<file path="src/rtl/posit16_pack.sv">
// Packs a posit16 from the regime string, exponent and fraction; round-to-nearest-even.
// 2-cycle valid/ready pipeline at 1 beat/clk; PACK_INEXACT_EN adds inexact flag and counter.
module posit16_pack #(
   parameter int ES     = 1,
   parameter int FRAC_W = 23
) (
   input  logic                           clk,
   input  logic                           rst,
   input  logic                           in_valid,
   output logic                           in_ready,
   input  logic                           sign,
   input  logic [15:0]                    regbits,
   input  logic [((ES > 0) ? ES : 1)-1:0] exp_bits,
   input  logic [FRAC_W-1:0]              frac,
   input  logic                           is_zero,
   input  logic                           is_nar,
   output logic                           out_valid,
   input  logic                           out_ready,
   output logic [15:0]                    posit
`ifdef PACK_INEXACT_EN
   ,
   output logic                           inexact,
   output logic [15:0]                    inexact_cnt
`endif
);

   localparam int BW = ES + FRAC_W;
   localparam int L  = 15 + BW;

   typedef struct packed {
      logic         sgn;
      logic         zero;
      logic         nar;
      logic [L-1:0] w;
   } s1_t;

   logic        s1_vld_q, s2_vld_q;
   logic        s1_adv, s2_adv;
   s1_t         s1_d, s1_q;
   logic [15:0] posit_d, posit_q;
   logic        inexact_d, inexact_q;

   assign s2_adv    = !s2_vld_q || out_ready;
   assign s1_adv    = !s1_vld_q || s2_adv;
   assign in_ready  = s1_adv;
   assign out_valid = s2_vld_q;
   assign posit     = posit_q;

   // The regime generator never sets bit 15.
   assert property (@(posedge clk) disable iff (rst) in_valid |-> !regbits[15]);

   // ---------------- Stage 1: regime length and body placement ----------------
   logic [14:0]   run_x;
   logic [3:0]    run_n;
   logic [3:0]    reg_len;
   logic [BW-1:0] body;

   always_comb begin
      run_x = regbits[14:0] ^ {15{regbits[14]}};
      run_n = 4'd15;
      // Ascending scan: the highest differing bit wins, giving the run length.
      for (int i = 0; i <= 14; i++) begin
         if (run_x[i]) run_n = 4'(14 - i);
      end
   end

   assign reg_len = (run_n == 4'd15) ? 4'd15 : run_n + 4'd1;

   generate
      if (ES > 0) begin : g_exp
         assign body = {exp_bits, frac};
      end else begin : g_noexp
         assign body = frac;
      end
   endgenerate

   always_comb begin
      s1_d      = '0;
      s1_d.sgn  = sign;
      s1_d.zero = is_zero;
      s1_d.nar  = is_nar;
      s1_d.w    = {regbits[14:0], {BW{1'b0}}} | ({body, 15'b0} >> reg_len);
   end

   // ---------------- Stage 2: rounding, clamps, sign, specials ----------------
   logic [14:0] mag, mag_r, mag_f;
   logic        g_bit, s_bit, at_max, rnd_up, clamp_min;
   logic [15:0] mag_ext, signed_val;

   always_comb begin
      mag        = s1_q.w[L-1 -: 15];
      g_bit      = s1_q.w[L-16];
      s_bit      = |s1_q.w[L-17:0];
      at_max     = &mag;
      rnd_up     = g_bit && (mag[0] || s_bit) && !at_max;
      mag_r      = mag + {14'b0, rnd_up};
      clamp_min  = (mag_r == 15'd0) && !s1_q.zero;
      mag_f      = clamp_min ? 15'd1 : mag_r;
      mag_ext    = {1'b0, mag_f};
      signed_val = s1_q.sgn ? (~mag_ext + 16'd1) : mag_ext;

      posit_d    = signed_val;
      inexact_d  = g_bit || s_bit || clamp_min;
      if (s1_q.nar) begin
         posit_d   = 16'h8000;
         inexact_d = 1'b0;
      end else if (s1_q.zero) begin
         posit_d   = 16'h0000;
         inexact_d = 1'b0;
      end
   end

   always_ff @(posedge clk or posedge rst) begin
      if (rst) begin
         s1_vld_q  <= 1'b0;
         s1_q      <= '0;
         s2_vld_q  <= 1'b0;
         posit_q   <= 16'h0000;
         inexact_q <= 1'b0;
      end else begin
         if (s1_adv) begin
            s1_vld_q <= in_valid;
            if (in_valid) s1_q <= s1_d;
         end
         if (s2_adv) begin
            s2_vld_q <= s1_vld_q;
            if (s1_vld_q) begin
               posit_q   <= posit_d;
               inexact_q <= inexact_d;
            end
         end
      end
   end

`ifdef PACK_INEXACT_EN
   logic [15:0] cnt_d, cnt_q;

   always_comb begin
      cnt_d = cnt_q;
      if (s2_vld_q && out_ready && inexact_q && (cnt_q != 16'hFFFF)) cnt_d = cnt_q + 16'd1;
   end

   always_ff @(posedge clk or posedge rst) begin
      if (rst) cnt_q <= 16'h0000;
      else     cnt_q <= cnt_d;
   end

   assign inexact     = inexact_q;
   assign inexact_cnt = cnt_q;
`else
   logic unused_inexact;
   assign unused_inexact = inexact_q;
`endif

endmodule

</file>
<file path="config.mk">
export PLATFORM = sky130hd
export DESIGN_NAME = posit16_pack
export DESIGN_NICKNAME = d
export VERILOG_FILES = /design/src/rtl/posit16_pack.sv
export SDC_FILE = /design/constraint.sdc
export NUM_CORES = 1
export LEC_CHECK = 0
export CAP_MARGIN = 10
export CORE_AREA = 2 2 131 133
export CTS_CLUSTER_DIAMETER = 200
export DETAILED_ROUTE_END_ITERATION = 16
export DIE_AREA = 0 0 133 135
export GPL_TIMING_DRIVEN = 0
export HOLD_SLACK_MARGIN = 0.03
export PLACE_DENSITY_LB_ADDON = 0.15
export SLEW_MARGIN = 15
export SYNTH_ARGS = -nofsm -noshare
export SYNTH_HDL_FRONTEND = slang
export SYNTH_SLANG_ARGS = --single-unit
</file>
<file path="constraint.sdc">
create_clock -name clk -period 8.1 [get_ports clk]
set_input_delay 1.215 -clock clk [delete_from_list [all_inputs] [get_ports clk]]
set_output_delay 1.215 -clock clk [all_outputs]
set_load 0.02 [all_outputs]
</file>
Word-level counts from Yosys, hierarchy flattened. Cells that the tools add are included.

Memories kept: 0. Bits in latches: 0. Memory bits (writable): 0. Memory bits (read-only): 0. Logic and storage cells: 50. Bits in registers: 60.

Shift operators: 1. Multiplexer cells: 20. Eq/ne operators: 1. Bitwise gates (word level): 3. $lt $le $gt $ge: 0. Divide/modulo/power cells: 0. $mul: 0. Reductions and logical operators: 15. Add/subtract/negate cells: 3.

Operators by type and width (count): 4-bit 2-to-1 mux (15); 16-bit 2-to-1 mux (3); 39-bit OR (1); 39-bit by 4-bit >> shifter with 39-bit output (1); 23-bit OR reduction (1); 16-bit by 1-bit adder with 16-bit output (second input constant) (1); 15-bit NOT with 16-bit output (1); 15-bit by 1-bit adder with 15-bit output (1); 15-bit zero test (1); 15-bit 2-to-1 mux (1); 15-bit AND reduction (1); 15-bit XOR (1); 4-bit by 1-bit adder with 4-bit output (second input constant) (1); 4-bit == test (second input constant) (1); 1-bit zero test (4); 2-bit AND reduction (2); 1-bit logical AND (3); 1-bit logical OR (3); 1-bit 2-to-1 mux (1).

Longest topological paths before layout.
Depth after elaboration: 20. Gate-level depth with buffers: 21. Depth with buffers taken out: 19.

Least setup slack after synthesis. No wires, ideal clock.

Path type: in2reg. Start: input port regbits[8]. End: register s1_q[14] in the netlist's numbering. Stages: 19. Setup time: 0.126 ns. Required time: 7.974 ns. Path slack: 3.354 ns. Arrival time: 4.620 ns. Cell sequence: buf_6 > or4_1 > o22ai_2 > o221a_2 > o21ai_2 > inv_2 > buf_6 > buf_2 > ha_1 > clkbuf_1 > clkbuf_1 > buf_2 > clkbuf_1 > nand3_1 > o31ai_1 > a21oi_1 > o21ai_0 > a21oi_1 > a221o_1.

Longest elaborated chain between the ends: 12. Elaborated cells between the ends (all ways): 13. Those cells by class: 1 x add/sub; 1 x eq/ne; 1 x shift; 8 x mux; 2 x bitwise.

Ends and longest elaborated chain: start: declaration (line 12) `input logic [15:0] regbits,`; 15-bit XOR * (line 59) `run_x = regbits[14:0] ^ {15{regbits[14]}};`; 4-bit 2-to-1 mux * (7 in a row) (line 63) `if (run_x[i]) run_n = 4'(14 - i);`; 4-bit by 1-bit adder with 4-bit output or 4-bit == test (tied branches) (line 67) `assign reg_len = (run_n == 4'd15) ? 4'd15 : run_n + 4'd1;`; 4-bit 2-to-1 mux * (line 67); 39-bit by 4-bit >> shifter with 39-bit output * (line 82) `s1_d.w = {regbits[14:0], {BW{1'b0}}} | ({body, 15'b0} >> reg_len);`; 39-bit OR * (line 82); end signal: assignment (line 116) `s1_q <= '0;`; end signal: assignment (line 123) `if (in_valid) s1_q <= s1_d;`; end: declaration (line 39) `s1_t s1_d, s1_q;`.

Every way passes the cells marked *; elsewhere a longest branch is shown, timed or not. A chain may end at the register's enable or synchronous reset.

Final worst setup path.
Start: input port regbits[14]. End: register s1_q[14] in the netlist's numbering.

Longest elaborated chain between the ends: 20. Elaborated cells between the ends (all ways): 21. Those cells by class: 1 x add/sub; 1 x eq/ne; 1 x shift; 16 x mux; 2 x bitwise.

Ends and longest elaborated chain (line): 15-bit XOR * (59); 1-bit 2-to-1 mux (63); 4-bit 2-to-1 mux (13 in a row) (63); 4-bit 2-to-1 mux * (63); 4-bit by 1-bit adder with 4-bit output or 4-bit == test (tied branches) (67); 4-bit 2-to-1 mux * (67); 39-bit by 4-bit >> shifter with 39-bit output * (82); 39-bit OR * (82).

Marks and branches as above.

==> run metrics <==
Worst Path Required=8310 ps; # clock sinks=60; total grt overflow=0; antenna cells=0; CTS H-tree lvls=3; Final setup viols=0; Vias/cell=5.951; syn_area_per_cell=7.734 sq um; first-pass GRT wire length=32160 um; commonest non-fill, non-tap cell in the layout=nand2_1; drt pass-1 iters=5; Worst Setup Start Kind=input pin; initial antenna violation count=0; CP arrival=6220 ps; Clk Latency, worst-skew pair=330 ps; Net Count, Synth=786; Netlist Area Pre-Place=5684 sq um; dpl cell area=6563 sq um; core area=16410 sq um; critical path type=input pin to register; VDD IR-drop max=between 100 and 150 uV; top-area cell type share of the netlist area=26.41%; Setup WS pre-CTS=1817 ps; warnings from Yosys=0; Remaining DRCs=0; row cnt=between 40 and 50; Fmax=166.4 MHz; CTS Buffer Depth=2; Synth Flop Type=dfrtp_1; Power Total=approximately 1.5 mW; Port Buffers=60; Yosys cell types=76; Min-Delay Path Depth=2; number of global-route vias before repair=5788; die area=17960 sq um; post-CTS setup repair buffer count=0; crit path time final=6009 ps; Vias=6130; final instance area=6888 sq um; synth top area cells=dfrtp_1 26%, nand2_1 6.3%, o21ai_0 4.6%; Pleak=between 2 and 3 nW; Slew @ Worst Pin=744.1 ps; Max Clock Skew=approximately 8.3 ps; largest net degree at the start of global routing=just over 60; R2R depth=21; Area Overhead vs Synth=21.18%; post-synthesis sequential area ratio=26.41%; Root Driver=clkbuf_16; CTS tree=built; Pwr per Cell Area=212.7 nW/um^2; slowest cell delay on critical path=640 ps; GRT Total Usage=22.58%; leading area contributor after synthesis=dfrtp_1; largest fanout on the critical path=10; setup TNS=0 ps; Antenna Nets Post-Route=0; hold crit path type=register to register; worst setup margin=2091 ps; Final Hold Fails=0; slew margin rel.=50.39%; Worst path slowest cell=clkdlybuf4s50_1; top sig layer=met4; met2 WL=8906 um; initial DRC count=667; Post-CTS Hold Buffers=0; wire per inst=19.61 um; RSZ-0062 raised after global routing=false; #FFs+latches synth=60; CP cell instances=clkdlybuf4s50_1 > buf_2 > buf_4 > nand2_1 > a2bb2oi_1 > o21ai_0 > o31ai_1 > o21ai_0 > ha_1 > clkbuf_1 > clkbuf_1 > buf_2 > clkbuf_1 > nand3_1 > o31ai_1 > a21oi_1 > o21ai_0 > a21oi_1 > a221o_1; most frequent cells in the layout=95 x nand2_1, 60 x dfrtp_1, 60 x clkdlybuf4s50_1; Worst Setup End Kind=register; Starting Density=34.65%; Die Y=135 um; M1 wire length=between 9000 and 10000 um; EDFF count, synth=0; post-route clock period utilization=74.18%; post-synthesis cell count=735; post-DP HPWL=15560 um; outcome=finished, final reports clean; layout cells sized above 1=11.23%; Die W=133 um; Final nets=between 800 and 900; number of max-cap violations=0; asr flop ratio synth=100.0%; Resized cells post-CTS=0; Inserted Clock Buffers=9; Slew Limit Fails=0; gpl congestion=approximately 0.94; Ports=65; Met3 Wirelength=roughly 1500 um; CTS clk-pin slew, worst paths=50 ps; Routed WL=between 20000 and 25000 um
path summary, 6_finish.rpt:
| path | start | end | slack, ps |
|---|---|---|---|
| hold reg to reg | posit[11]$_DFFE_PP0P_ | posit[11]$_DFFE_PP0P_ | 470 |
| setup / recovery | regbits[14] | s1_q[14]$_DFFE_PP0P_ | 2090 |
| setup reg to reg | mag[4]$_DFFE_PP0P_ | posit[10]$_DFFE_PP0P_ | 3240 |
| hold / removal | posit[11]$_DFFE_PP0P_ | posit[11]$_DFFE_PP0P_ | 470 |
| max in group asynchronous | rst | posit[5]$_DFFE_PP0P_ | 6230 |
| min in group asynchronous | rst | g_bit$_DFFE_PP0P_ | 1360 |
where the power goes:
part | internal (mW) | switching [mW] | total [mW]
clock | 0.283 | 0.130 | 0.413
combinational | 0.265 | 0.387 | 0.651
sequential | 0.361 | 0.0390 | 0.400
total | 0.910 | 0.555 | 1.46
critical path, delay by kind of cell:
family,cells,cell delay (ps)
compound gates,9,1870
buf+inv,7,2760
simple gates,2,190
fa+ha+maj,1,170
sequential cells by signal, indices dropped and copies added, names as in the netlist:
signal / cells
g_bit: 1
posit: 16
out_valid: 1
s1_vld_q: 1
mag: 15
s1_q: 26
logic make-up after synthesis:
kind of cell    count (synthesis)  synth area share (%)
simple gates                  287                 25.23
compound gates                241                 29.54
buf+inv                        80                 7.198
flops                          60                 26.41
mux                            35                 6.427
xor+xnor                       28                 4.314
fa+ha+maj                       4                0.8805
routing by layer:
metal	global-route usage, %	vias to the layer above
met5	0	-
met3	4.017	30
li1	-	2887
met2	34.48	273
met1	33.19	2940
met4	4.958	0
metrics by stage:
step	hold slack (ps)	cells	utilization [%]
2_1_floorplan	448.9	735	-
3_3_place_gp	454.5	1015	39.98
3_5_place_dp	467.2	1015	40.00
4_1_cts	477.7	1030	41.98
5_1_grt	492.4	1030	41.98
6_report	471.1	1030	41.98
cells in the mapped netlist (3+ instances only):
cell / instances
o221ai_1: 10
or4_4: 3
buf_4: 7
and2_1: 4
o22ai_1: 6
nand2_1: 95
inv_1: 13
dfrtp_1: 60
nand2b_1: 10
nor2_2: 3
a211o_1: 21
and4_1: 5
o31ai_1: 8
o21ai_1: 4
a21oi_1: 46
o32a_1: 4
o22ai_2: 3
mux2_2: 12
nand3b_1: 13
and3_1: 4
o21a_1: 5
a32oi_1: 4
a31oi_1: 19
a221oi_1: 3
nand3_1: 20
o22a_1: 3
nor2b_1: 4
buf_6: 7
buf_2: 23
nor4_1: 12
nand4_1: 10
a211oi_1: 7
a21o_1: 4
xnor2_1: 19
nor3_1: 34
clkbuf_1: 27
a22o_1: 4
nor2_1: 50
xor2_1: 9
mux2i_1: 23
or3_1: 9
o211ai_1: 9
a22oi_1: 7
o21ai_0: 52
ha_1: 4
cell type report:
| cell class | instances | area [sq um] |
|---|---|---|
| buffer | 66 | 356.6 |
| clock buffer | 11 | 252.7 |
| clock inverter | 4 | 72.57 |
| fill | 1672 | 9519 |
| inverter | 14 | 55.05 |
| multi-input combinational | 595 | 3774 |
| sequential | 60 | 1501 |
| tap | 220 | 275.3 |
| timing repair buffer | 60 | 600.6 |
Power figures use the tool's default switching activity.
